**src/rtl/avalon_pio_pkg.sv**
```systemverilog
// Register map and bus widths shared by the PIO top level, its bus interface and the bench.
package avalon_pio_pkg;

  localparam int AW = 3;
  localparam int DW = 32;

  localparam logic [AW-1:0] ADDR_DATA   = 3'd0;
  localparam logic [AW-1:0] ADDR_DIR    = 3'd1;
  localparam logic [AW-1:0] ADDR_MASK   = 3'd2;
  localparam logic [AW-1:0] ADDR_EDGE   = 3'd3;
  localparam logic [AW-1:0] ADDR_RISE   = 3'd4;
  localparam logic [AW-1:0] ADDR_FALL   = 3'd5;
  localparam logic [AW-1:0] ADDR_OUTSET = 3'd6;
  localparam logic [AW-1:0] ADDR_OUTCLR = 3'd7;

endpackage

```
**src/rtl/avalon_pio_irq_if.sv**
```systemverilog
// Avalon-MM slave bus of the PIO: word address, read/write strobes, fixed read latency 1.
interface avalon_pio_irq_if;
  import avalon_pio_pkg::*;

  logic [AW-1:0] avs_address;
  logic          avs_read;
  logic          avs_write;
  logic [DW-1:0] avs_writedata;
  logic [DW-1:0] avs_readdata;

  modport master (
    output avs_address, avs_read, avs_write, avs_writedata,
    input  avs_readdata
  );

  modport slave (
    input  avs_address, avs_read, avs_write, avs_writedata,
    output avs_readdata
  );

endinterface

```
**src/rtl/pio_debounce.sv**
```systemverilog
// Pad input conditioning: 2-flop synchroniser, prescaled sampling and two-sample agreement debounce.
module pio_debounce #(
  parameter int WIDTH        = 32,
  parameter int DEBOUNCE_DIV = 50000
) (
  input  logic             clk_clk,
  input  logic             reset_reset_n,
  input  logic [WIDTH-1:0] pio_in,
  output logic [WIDTH-1:0] stable,
  output logic             stable_upd
);

  localparam int CW     = (DEBOUNCE_DIV > 1) ? $clog2(DEBOUNCE_DIV) : 1;
  localparam int DIV_M1 = (DEBOUNCE_DIV > 0) ? DEBOUNCE_DIV - 1 : 0;

  logic [WIDTH-1:0] sync1;
  logic [WIDTH-1:0] sync2;
  logic [WIDTH-1:0] sample;
  logic [WIDTH-1:0] agree;
  logic [CW-1:0]    cnt;
  logic             tick;
  logic             primed;

  assign tick  = (DEBOUNCE_DIV == 0) || (cnt == CW'(DIV_M1));
  assign agree = ~(sync2 ^ sample);

  always_ff @(posedge clk_clk or negedge reset_reset_n) begin
    if (!reset_reset_n) begin
      sync1      <= '0;
      sync2      <= '0;
      cnt        <= '0;
      sample     <= '0;
      stable     <= '0;
      primed     <= 1'b0;
      stable_upd <= 1'b0;
    end else begin
      sync1 <= pio_in;
      sync2 <= sync1;
      cnt   <= tick ? '0 : cnt + 1'b1;
      // The priming tick loads stable outright and raises no update strobe,
      // so inputs already high at reset never look like edges.
      if (tick) begin
        sample <= sync2;
        if (!primed || DEBOUNCE_DIV == 0) stable <= sync2;
        else                               stable <= (sync2 & agree) | (stable & ~agree);
        primed <= 1'b1;
      end
      stable_upd <= tick & primed;
    end
  end

endmodule

```
**src/rtl/avalon_pio_irq.sv**
```systemverilog
// Avalon-MM PIO: output/direction registers with atomic set/clear, debounced inputs,
// per-bit rising/falling edge capture and a registered, maskable level interrupt.
module avalon_pio_irq
  import avalon_pio_pkg::*;
#(
  parameter int            WIDTH        = 32,
  parameter int            DEBOUNCE_DIV = 50000,
  parameter logic [DW-1:0] RESET_OUT    = '0,
  parameter logic [DW-1:0] RESET_DIR    = '0
) (
  input  logic             clk_clk,
  input  logic             reset_reset_n,
  avalon_pio_irq_if.slave  avs,
  output logic             irq,
  input  logic [WIDTH-1:0] pio_in,
  output logic [WIDTH-1:0] pio_out,
  output logic [WIDTH-1:0] pio_oe
);

  logic [WIDTH-1:0] wd;
  logic [WIDTH-1:0] dir;
  logic [WIDTH-1:0] mask;
  logic [WIDTH-1:0] edge_cap;
  logic [WIDTH-1:0] rise_en;
  logic [WIDTH-1:0] fall_en;
  logic [WIDTH-1:0] stable;
  logic [WIDTH-1:0] stable_q;
  logic [WIDTH-1:0] new_edge;
  logic [WIDTH-1:0] edge_clr;
  logic             stable_upd;
  logic [DW-1:0]    rd_mux;

  pio_debounce #(
    .WIDTH       (WIDTH),
    .DEBOUNCE_DIV(DEBOUNCE_DIV)
  ) u_debounce (
    .clk_clk      (clk_clk),
    .reset_reset_n(reset_reset_n),
    .pio_in       (pio_in),
    .stable       (stable),
    .stable_upd   (stable_upd)
  );

  assign wd       = avs.avs_writedata[WIDTH-1:0];
  assign pio_oe   = dir;
  assign new_edge = stable_upd ? ((stable & ~stable_q & rise_en) | (~stable & stable_q & fall_en))
                               : '0;
  assign edge_clr = (avs.avs_write && avs.avs_address == ADDR_EDGE) ? wd : '0;

  always_comb begin
    rd_mux = '0;
    case (avs.avs_address)
      ADDR_DATA:   rd_mux[WIDTH-1:0] = stable;
      ADDR_DIR:    rd_mux[WIDTH-1:0] = dir;
      ADDR_MASK:   rd_mux[WIDTH-1:0] = mask;
      ADDR_EDGE:   rd_mux[WIDTH-1:0] = edge_cap;
      ADDR_RISE:   rd_mux[WIDTH-1:0] = rise_en;
      ADDR_FALL:   rd_mux[WIDTH-1:0] = fall_en;
      ADDR_OUTSET: rd_mux[WIDTH-1:0] = pio_out;
      ADDR_OUTCLR: rd_mux[WIDTH-1:0] = pio_out;
      default:     rd_mux = '0;
    endcase
  end

  always_ff @(posedge clk_clk or negedge reset_reset_n) begin
    if (!reset_reset_n) begin
      pio_out          <= RESET_OUT[WIDTH-1:0];
      dir              <= RESET_DIR[WIDTH-1:0];
      mask             <= '0;
      edge_cap         <= '0;
      rise_en          <= '0;
      fall_en          <= '0;
      stable_q         <= '0;
      irq              <= 1'b0;
      avs.avs_readdata <= '0;
    end else begin
      stable_q <= stable;
      // A new edge in the same cycle as a write-1-to-clear keeps the bit set.
      edge_cap <= (edge_cap & ~edge_clr) | new_edge;
      irq      <= |(edge_cap & mask);
      if (avs.avs_read) avs.avs_readdata <= rd_mux;
      if (avs.avs_write) begin
        case (avs.avs_address)
          ADDR_DATA:   pio_out <= wd;
          ADDR_DIR:    dir     <= wd;
          ADDR_MASK:   mask    <= wd;
          ADDR_RISE:   rise_en <= wd;
          ADDR_FALL:   fall_en <= wd;
          ADDR_OUTSET: pio_out <= pio_out | wd;
          ADDR_OUTCLR: pio_out <= pio_out & ~wd;
          default:     ;
        endcase
      end
    end
  end

endmodule
```
**src/flat_wrapper.sv**
```systemverilog
// flat-port wrapper written by rule: the top's interface ports become plain ports
module avalon_pio_irq_flat import avalon_pio_pkg::*;
#(
  parameter int            WIDTH        = 32,
  parameter int            DEBOUNCE_DIV = 50000,
  parameter logic [DW-1:0] RESET_OUT    = '0,
  parameter logic [DW-1:0] RESET_DIR    = '0
)
  (clk_clk, reset_reset_n, irq, pio_in, pio_out, pio_oe, avs_avs_address, avs_avs_read, avs_avs_write, avs_avs_writedata, avs_avs_readdata);
  avalon_pio_irq_if avs_i ();
  input  logic clk_clk;
  input  logic reset_reset_n;
  output logic irq;
  input  logic [WIDTH-1:0] pio_in;
  output logic [WIDTH-1:0] pio_out;
  output logic [WIDTH-1:0] pio_oe;
  input wire logic [$bits(avs_i.avs_address)-1:0] avs_avs_address;
  input wire logic [$bits(avs_i.avs_read)-1:0] avs_avs_read;
  input wire logic [$bits(avs_i.avs_write)-1:0] avs_avs_write;
  input wire logic [$bits(avs_i.avs_writedata)-1:0] avs_avs_writedata;
  output wire logic [$bits(avs_i.avs_readdata)-1:0] avs_avs_readdata;
  assign avs_i.avs_address = avs_avs_address;
  assign avs_i.avs_read = avs_avs_read;
  assign avs_i.avs_write = avs_avs_write;
  assign avs_i.avs_writedata = avs_avs_writedata;
  assign avs_avs_readdata = avs_i.avs_readdata;
  avalon_pio_irq #(.WIDTH(WIDTH), .DEBOUNCE_DIV(DEBOUNCE_DIV), .RESET_OUT(RESET_OUT), .RESET_DIR(RESET_DIR)) u_core (.clk_clk(clk_clk), .reset_reset_n(reset_reset_n), .avs(avs_i), .irq(irq), .pio_in(pio_in), .pio_out(pio_out), .pio_oe(pio_oe));
endmodule
```
**config.mk**
```make
export PLATFORM = sky130hd
export DESIGN_NAME = avalon_pio_irq_flat
export DESIGN_NICKNAME = d
export VERILOG_FILES = /design/src/rtl/avalon_pio_pkg.sv /design/src/rtl/avalon_pio_irq_if.sv /design/src/rtl/pio_debounce.sv /design/src/rtl/avalon_pio_irq.sv /design/src/flat_wrapper.sv
export SDC_FILE = /design/constraint.sdc
export NUM_CORES = 1
export LEC_CHECK = 0
export CORE_MARGIN = 3
export CORE_UTILIZATION = 45
export CTS_BUF_LIST = sky130_fd_sc_hd__clkbuf_4 sky130_fd_sc_hd__clkbuf_8
export CTS_CLUSTER_DIAMETER = 120
export DETAILED_ROUTE_END_ITERATION = 12
export PLACE_DENSITY = 0.76
export SYNTH_ARGS = -nofsm -noshare
export SYNTH_HDL_FRONTEND = slang
export SYNTH_HIERARCHICAL = 1
export SYNTH_SLANG_ARGS = --single-unit
```
**constraint.sdc**
```tcl
create_clock -name clk_clk -period 3.45 [get_ports clk_clk]
set_input_delay 0.345 -clock clk_clk [delete_from_list [all_inputs] [get_ports clk_clk]]
set_output_delay 0.345 -clock clk_clk [all_outputs]
set_load 0.1 [all_outputs]
```
==> results.sh, run 1 <==
export IMPL_cts_num_sinks=403
export IMPL_ys_seq_area_frac=0.5627
export IMPL_grt_overflow_total=0
export IMPL_cpPeakStageDelay_ns=1.19
export IMPL_hpwl_mm=32.03
export IMPL_setup_viol=0
export IMPL_hold_depth=1
export IMPL_fp_dieArea_sq_mm=0.04226
export IMPL_worstPathRequired_ns=3.11
export IMPL_postSynthAreaPerCell_sq_um=10.96
export IMPL_area_growth_pct=19.33
export IMPL_fin_nets=1875
export IMPL_finalHoldViolations=0
export IMPL_final_area_sq_mm=0.02139
export IMPL_insertion_delay_ns=0.60
export IMPL_r2r_cells=6
export IMPL_rows=72
export IMPL_fin_cells=2361
export IMPL_hold_ws_ns=0.1868
export IMPL_die_h_um=205.6
export IMPL_grt_usage=0.2319
export IMPL_syn_area_sq_mm=0.01792
export IMPL_antenna_found_initial=3
export IMPL_holdPathEnd="u_core/u_debounce/sync1[24]$_DFF_PN0_"
export IMPL_vias_per_cell=5.970
export IMPL_synth_compound_area_share=0.1664
export IMPL_grt_max_degree=115
export IMPL_cts_setup_buffers=0
export IMPL_dpl_cell_area_sq_mm=0.02007
export IMPL_r2r_start="u_core/u_debounce/cnt[0]$_DFF_PN0_"
export IMPL_grt_pass1_wl_mm=76.81
export IMPL_synth_mux_area_frac=0.08761
export IMPL_async_flop_share=1.000
export IMPL_hp_class="in2reg"
export IMPL_synth_edf_count=0
export IMPL_cp_cell_sequence="clkdlybuf4s50_1"
export IMPL_drive_gt1_frac=0.1671
export IMPL_synth_fa_ha_area_frac=0.0006981
export IMPL_drc=0
export IMPL_clock_path_buffers=3
export IMPL_start_kind="flip-flop"
export IMPL_max_vdd_ir_drop_v=0.0003012
export IMPL_cts_made_buffers=68
export IMPL_path_delay_family="buffers and inverters"
export IMPL_finalWorstSetupSlack_ns=0.8425
export IMPL_fin_crit_sh=0.7558
export IMPL_fin_setup_tns_ns=0
export IMPL_wl_per_cell_um=20.89
export IMPL_tightest_slew_ns=1.111
export IMPL_first_pass_iters=5
export IMPL_critical_path_class="reg2out"
export IMPL_cts_clk_slew_worst_paths_ns=0.06
export IMPL_holdCritStartpoint="pio_in[24]"
export IMPL_synth_top_family_by_area="compound AO/OA/AOI/OAI gates"
export IMPL_cts_htree_levels=3
export IMPL_first_global_vias=13750
export IMPL_pin_count=168
export IMPL_synth_warnings=6
export IMPL_crit_path_max_fanout=2
export IMPL_path_buf_inv=1
export IMPL_cp_slowest_cell="clkdlybuf4s50_1"
export IMPL_rsz0062_at_grt="false"
export IMPL_syn_inst=1635
export IMPL_final_cell_mix="dfrtp_1, nand2_1, clkdlybuf4s50_1, mux2_2, a21oi_1"
export IMPL_synth_flop_cell="dfrtp_1"
export IMPL_layout_commonest_cell="dfrtp_1"
export IMPL_start_util=0.4595
export IMPL_wirelength_mm=49.33
export IMPL_power_leakage_uw=0.009005
export IMPL_drv_slew=0
export IMPL_num_vias=14094
export IMPL_cp_end_kind="output pin"
export IMPL_cap_violations=0
export IMPL_finalCriticalPeriod_ns=2.607
export IMPL_crit_arrival_ns=2.26
export IMPL_first_iter_violations=1272
export IMPL_finClkSkew_ns=0.03027
export IMPL_max_freq_mhz=383.5
export IMPL_cts_root_buf="clkbuf_8"
export IMPL_power_density_mw_per_mm2=579.1
export IMPL_syn_nets=1707
export IMPL_outcome="completed"
export IMPL_drtAntennaViolNets=0
export IMPL_core_area_sq_mm=0.03901
export IMPL_cts_tree="yes"
export IMPL_reg2reg_slack_ns=1.19
export IMPL_diodes=0
export IMPL_synth_distinct_cells=47
export IMPL_ys_ff_latch=403
export IMPL_max_slew_margin=0.2596
export IMPL_gp_congestion=0.8708
export IMPL_synth_xor_area_frac=0.005375
export IMPL_post_place_ws_ns=0.9960
export IMPL_fillers=3275
export IMPL_placedCellCount=2250
export IMPL_synthSimpleGateAreaFrac=0.1440
export IMPL_dieWidth_um=205.6
export IMPL_port_buffers=167
[cell usage after synthesis, types with 2 or more instances]
library cell,n,share of area
a211oi_1,32,0.013
a21oi_1,86,0.024
a21oi_2,10,0.0049
a221o_1,17,0.0095
a22o_1,32,0.016
a22oi_1,31,0.013
a41oi_1,32,0.016
and2_1,4,0.0014
and3_1,6,0.0021
and3b_1,2,0.00098
and4_1,5,0.0024
and4b_1,2,0.0011
buf_1,4,0.00084
buf_2,41,0.011
buf_4,5,0.0021
buf_6,6,0.0038
clkbuf_1,51,0.011
dfrtp_1,403,0.56
inv_1,17,0.0036
mux2_1,9,0.0057
mux2_2,102,0.064
mux2i_1,32,0.018
nand2_1,310,0.065
nand2b_1,68,0.024
nand3_1,10,0.0028
nand3b_1,65,0.027
nand4_1,9,0.0031
nor2_1,40,0.0084
nor2_2,2,0.00070
nor3_1,2,0.00056
o21ai_0,82,0.023
o21ai_1,2,0.00056
o221a_2,31,0.019
o22ai_1,32,0.011
o32ai_1,32,0.016
xnor2_1,4,0.0020
xor2_1,7,0.0034
[repair_timing]
action                    CTS  global route
hold endpoints to repair  106             0
gates resized for setup     0             0
hold buffers                1             0
[power breakdown]
group	internal (uW)	switching (uW)
clock network	2300	1840
logic	801	1860
registers	5180	404
[worst max-delay path by stage]
stage | from | end | slack [ns] | cells after the start
detailed placement | avs_avs_write | u_core/pio_oe[29]$_DFFE_PN0P_ | 1.0 | 5
CTS | u_core/avs.avs_readdata[19]$_DFFE_PN0P_ | avs_avs_readdata[19] | 0.83 | 1
finish | u_core/avs.avs_readdata[19]$_DFFE_PN0P_ | avs_avs_readdata[19] | 0.84 | 1
global placement | avs_avs_write | u_core/pio_oe[1]$_DFFE_PN0P_ | 1.04 | 5
global route | u_core/pio_out[2]$_DFFE_PN0P_ | pio_out[2] | 0.81 | 1
floorplan | u_core/u_debounce/cnt[0]$_DFF_PN0_ | flip-flop | 1.78 | 6
[state kept, by name, summed over array words and instances (netlist names), named ones only]
signal	flops
u_core/avs.avs_readdata	32
u_core/edge_cap	32
u_core/fall_en	32
u_core/irq	1
u_core/mask	32
u_core/pio_oe	32
u_core/pio_out	32
u_core/rise_en	32
u_core/stable_q	32
u_core/u_debounce/cnt	16
u_core/u_debounce/primed	1
u_core/u_debounce/sample	32
u_core/u_debounce/stable_upd	1
u_core/u_debounce/sync1	32
u_core/u_debounce/sync2	32
[area by class of cell]
| class | instances | area, sq um | share of cell area |
|---|---|---|---|
| repair buffers | 206 | 2034 | 0.09512 |
| clock buffers | 103 | 1255 | 0.05868 |
| inverters | 17 | 63.81 | 0.002984 |
| flip-flops and latches | 403 | 10080 | 0.4715 |
| multi-input cells | 1107 | 7253 | 0.3391 |
| clock inverters | 7 | 48.80 | 0.002282 |
| well taps | 518 | 648.1 | 0.03030 |
[metal layers]
metal / vias to the layer above / routed length [um] / global-route usage
met5: - / 47 / 0
met4: 6 / 1498 / 0.08811
met3: 100 / 4517 / 0.05537
met2: 625 / 22740 / 0.3533
met1: 7082 / 20520 / 0.3234
li1: 6281 / - / -
[kinds of logic after synthesis]
logic type / after synthesis
AND/OR/NAND/NOR: 532
AO/OA/AOI/OAI: 420
flip-flops: 403
multiplexers: 143
buffers and inverters: 125
XOR/XNOR: 11
adder cells (fa/ha/maj): 1
[stage by stage]
| step | utilization | power [uW] |
|---|---|---|
| after floorplan | - | 7423 |
| after global placement | 0.5146 | 8245 |
| after detailed placement | 0.5146 | 8318 |
| after CTS | 0.5483 | 12480 |
| after global routing | 0.5483 | 12880 |
| final | 0.5483 | 12390 |
No activity file was read; power rests on OpenSTA's default activity.
==> run 2, diff against run 1 <==
Clock period 3.45 ns to 2.5 ns, I/O delays scaled along.
==> run 2 against run 1 <==
Non-clock buffer count is 12 higher. Critical path depth grew 5. Routed wire length is 1.2% higher. Combinational power rose by 36%. Global-route usage grew 0.40 points. First-iteration DRC count increased by 6.3%. Design area is 0.16% lower. Setup slack lost 0.24 ns. Largest power group unchanged. Highest routed layer unchanged.
==> results.sh, run 2 (synthesis results as in run 1) <==
export IMPL_finalHoldViolations=0
export IMPL_port_buffers=167
export IMPL_cap_violations=0
export IMPL_hold_ws_ns=0.09557
export IMPL_hpwl_mm=32.96
export IMPL_grt_max_degree=75
export IMPL_cp_cell_sequence="ha_1, and4_1, and4_4, buf_4, a21oi_1, o221a_2"
export IMPL_fillers=3280
export IMPL_fin_crit_sh=0.7588
export IMPL_power_leakage_uw=0.009249
export IMPL_layout_commonest_cell="dfrtp_1"
export IMPL_multi_input_area_sq_mm=0.007253
export IMPL_diodes=0
export IMPL_cp_end_kind="flip-flop"
export IMPL_p_total_uw=17360
export IMPL_grt_pass1_wl_mm=77.95
export IMPL_first_iter_violations=1352
export IMPL_dieWidth_um=205.6
export IMPL_start_kind="flip-flop"
export IMPL_cts_htree_levels=3
export IMPL_crit_arrival_ns=2.37
export IMPL_drc=0
export IMPL_finalWorstSetupSlack_ns=0.6030
export IMPL_drv_slew=0
export IMPL_gp_congestion=0.8939
export IMPL_rows=72
export IMPL_power_density_mw_per_mm2=812.9
export IMPL_area_growth_pct=19.13
export IMPL_rsz0062_at_grt="false"
export IMPL_num_vias=14164
export IMPL_cp_slowest_cell="dfrtp_1"
export IMPL_outcome="completed"
export IMPL_core_area_sq_mm=0.03901
export IMPL_antenna_found_initial=3
export IMPL_cts_tree="yes"
export IMPL_cts_root_buf="clkbuf_8"
export IMPL_finClkSkew_ns=0.03192
export IMPL_worstPathRequired_ns=2.97
export IMPL_max_slew_margin=0.3121
export IMPL_drive_gt1_frac=0.2260
export IMPL_grt_overflow_total=0
export IMPL_cts_clk_slew_worst_paths_ns=0.06
export IMPL_max_vdd_ir_drop_v=0.0003869
export IMPL_clock_path_buffers=3
export IMPL_insertion_delay_ns=0.60
export IMPL_fp_dieArea_sq_mm=0.04226
export IMPL_finalCriticalPeriod_ns=1.897
export IMPL_path_buf_inv=1
export IMPL_first_global_vias=13932
export IMPL_cpPeakStageDelay_ns=0.40
export IMPL_cts_num_sinks=403
export IMPL_fin_setup_tns_ns=0
export IMPL_seqCellArea_sq_mm=0.01008
export IMPL_fin_nets=1888
export IMPL_cts_made_buffers=69
export IMPL_path_delay_family="simple AND/OR/NAND/NOR gates"
export IMPL_critical_path_class="reg2reg"
export IMPL_vias_per_cell=5.949
export IMPL_setup_viol=0
export IMPL_first_pass_iters=5
export IMPL_wirelength_mm=49.92
export IMPL_final_cell_mix="dfrtp_1, nand2_1, buf_4, mux2_2, a21oi_1"
export IMPL_tightest_slew_ns=1.031
export IMPL_final_core_util=0.5474
export IMPL_drtAntennaViolNets=0
export IMPL_cts_resized=0
export IMPL_grt_usage=0.2358
export IMPL_pin_count=168
export IMPL_start_util=0.4595
export IMPL_max_freq_mhz=527.1
export IMPL_wl_per_cell_um=20.97
export IMPL_post_place_ws_ns=0.4145
export IMPL_cts_setup_buffers=0
export IMPL_die_h_um=205.6
export IMPL_crit_path_max_fanout=34
export IMPL_hp_class="in2reg"
## run 2: power by group
| part | switching, uW | internal [uW] |
|---|---|---|
| clock | 2660 | 3380 |
| combinational | 2570 | 1040 |
| sequential | 565 | 7140 |
| total | 5790 | 11600 |
## run 2: cell type report
class                      instances  share of cell area
sequential                       403              0.4723
clock buffer                     105             0.06182
timing repair buffer             218             0.08860
clock inverter                    13            0.004278
multi-input combinational       1107              0.3397
tap                              518             0.03035
inverter                          17            0.002988
## run 2: what timing repair did
| item | CTS | global route |
|---|---|---|
| endpoints found under the setup margin | 0 | 0 |
| endpoints found under the hold margin | 64 | 0 |
| hold buffers | 1 | 0 |
## run 2: per-layer routing
| metal | up-vias | track usage | routed length (um) | part of all wire |
|---|---|---|---|---|
| met5 | - | 0 | 35 | 0.00070 |
| met4 | 6 | 0.09422 | 1661 | 0.033 |
| met3 | 119 | 0.05964 | 4461 | 0.089 |
| met2 | 628 | 0.3643 | 23020 | 0.46 |
| met1 | 7100 | 0.3202 | 20740 | 0.42 |
| li1 | 6311 | - | - | - |
## run 2: worst paths after layout
path                                                       startpoint  slack, ns  depth (start not counted)                                     to
worst max-delay path               u_core/u_debounce/cnt[0]$_DFF_PN0_       0.60                          6                              flip-flop
max in group asynchronous                               reset_reset_n       1.34                          3          u_core/pio_oe[16]$_DFFE_PN0P_
worst max register to register     u_core/u_debounce/cnt[0]$_DFF_PN0_       0.60                          6                              flip-flop
worst min register to register  u_core/u_debounce/sync1[12]$_DFF_PN0_       0.34                          0  u_core/u_debounce/sync2[12]$_DFF_PN0_
worst min-delay path                                       pio_in[24]        0.1                          1  u_core/u_debounce/sync1[24]$_DFF_PN0_
min in group asynchronous                               reset_reset_n       0.20                          2  u_core/u_debounce/sync1[14]$_DFF_PN0_
## run 2: metrics by stage
stage               area (sq um)  std cells
floorplan                  17920       1635
CTS                        21350       2381
global placement           19930       2262
detailed placement         19930       2262
finish                     21350       2381
global route               21350       2381
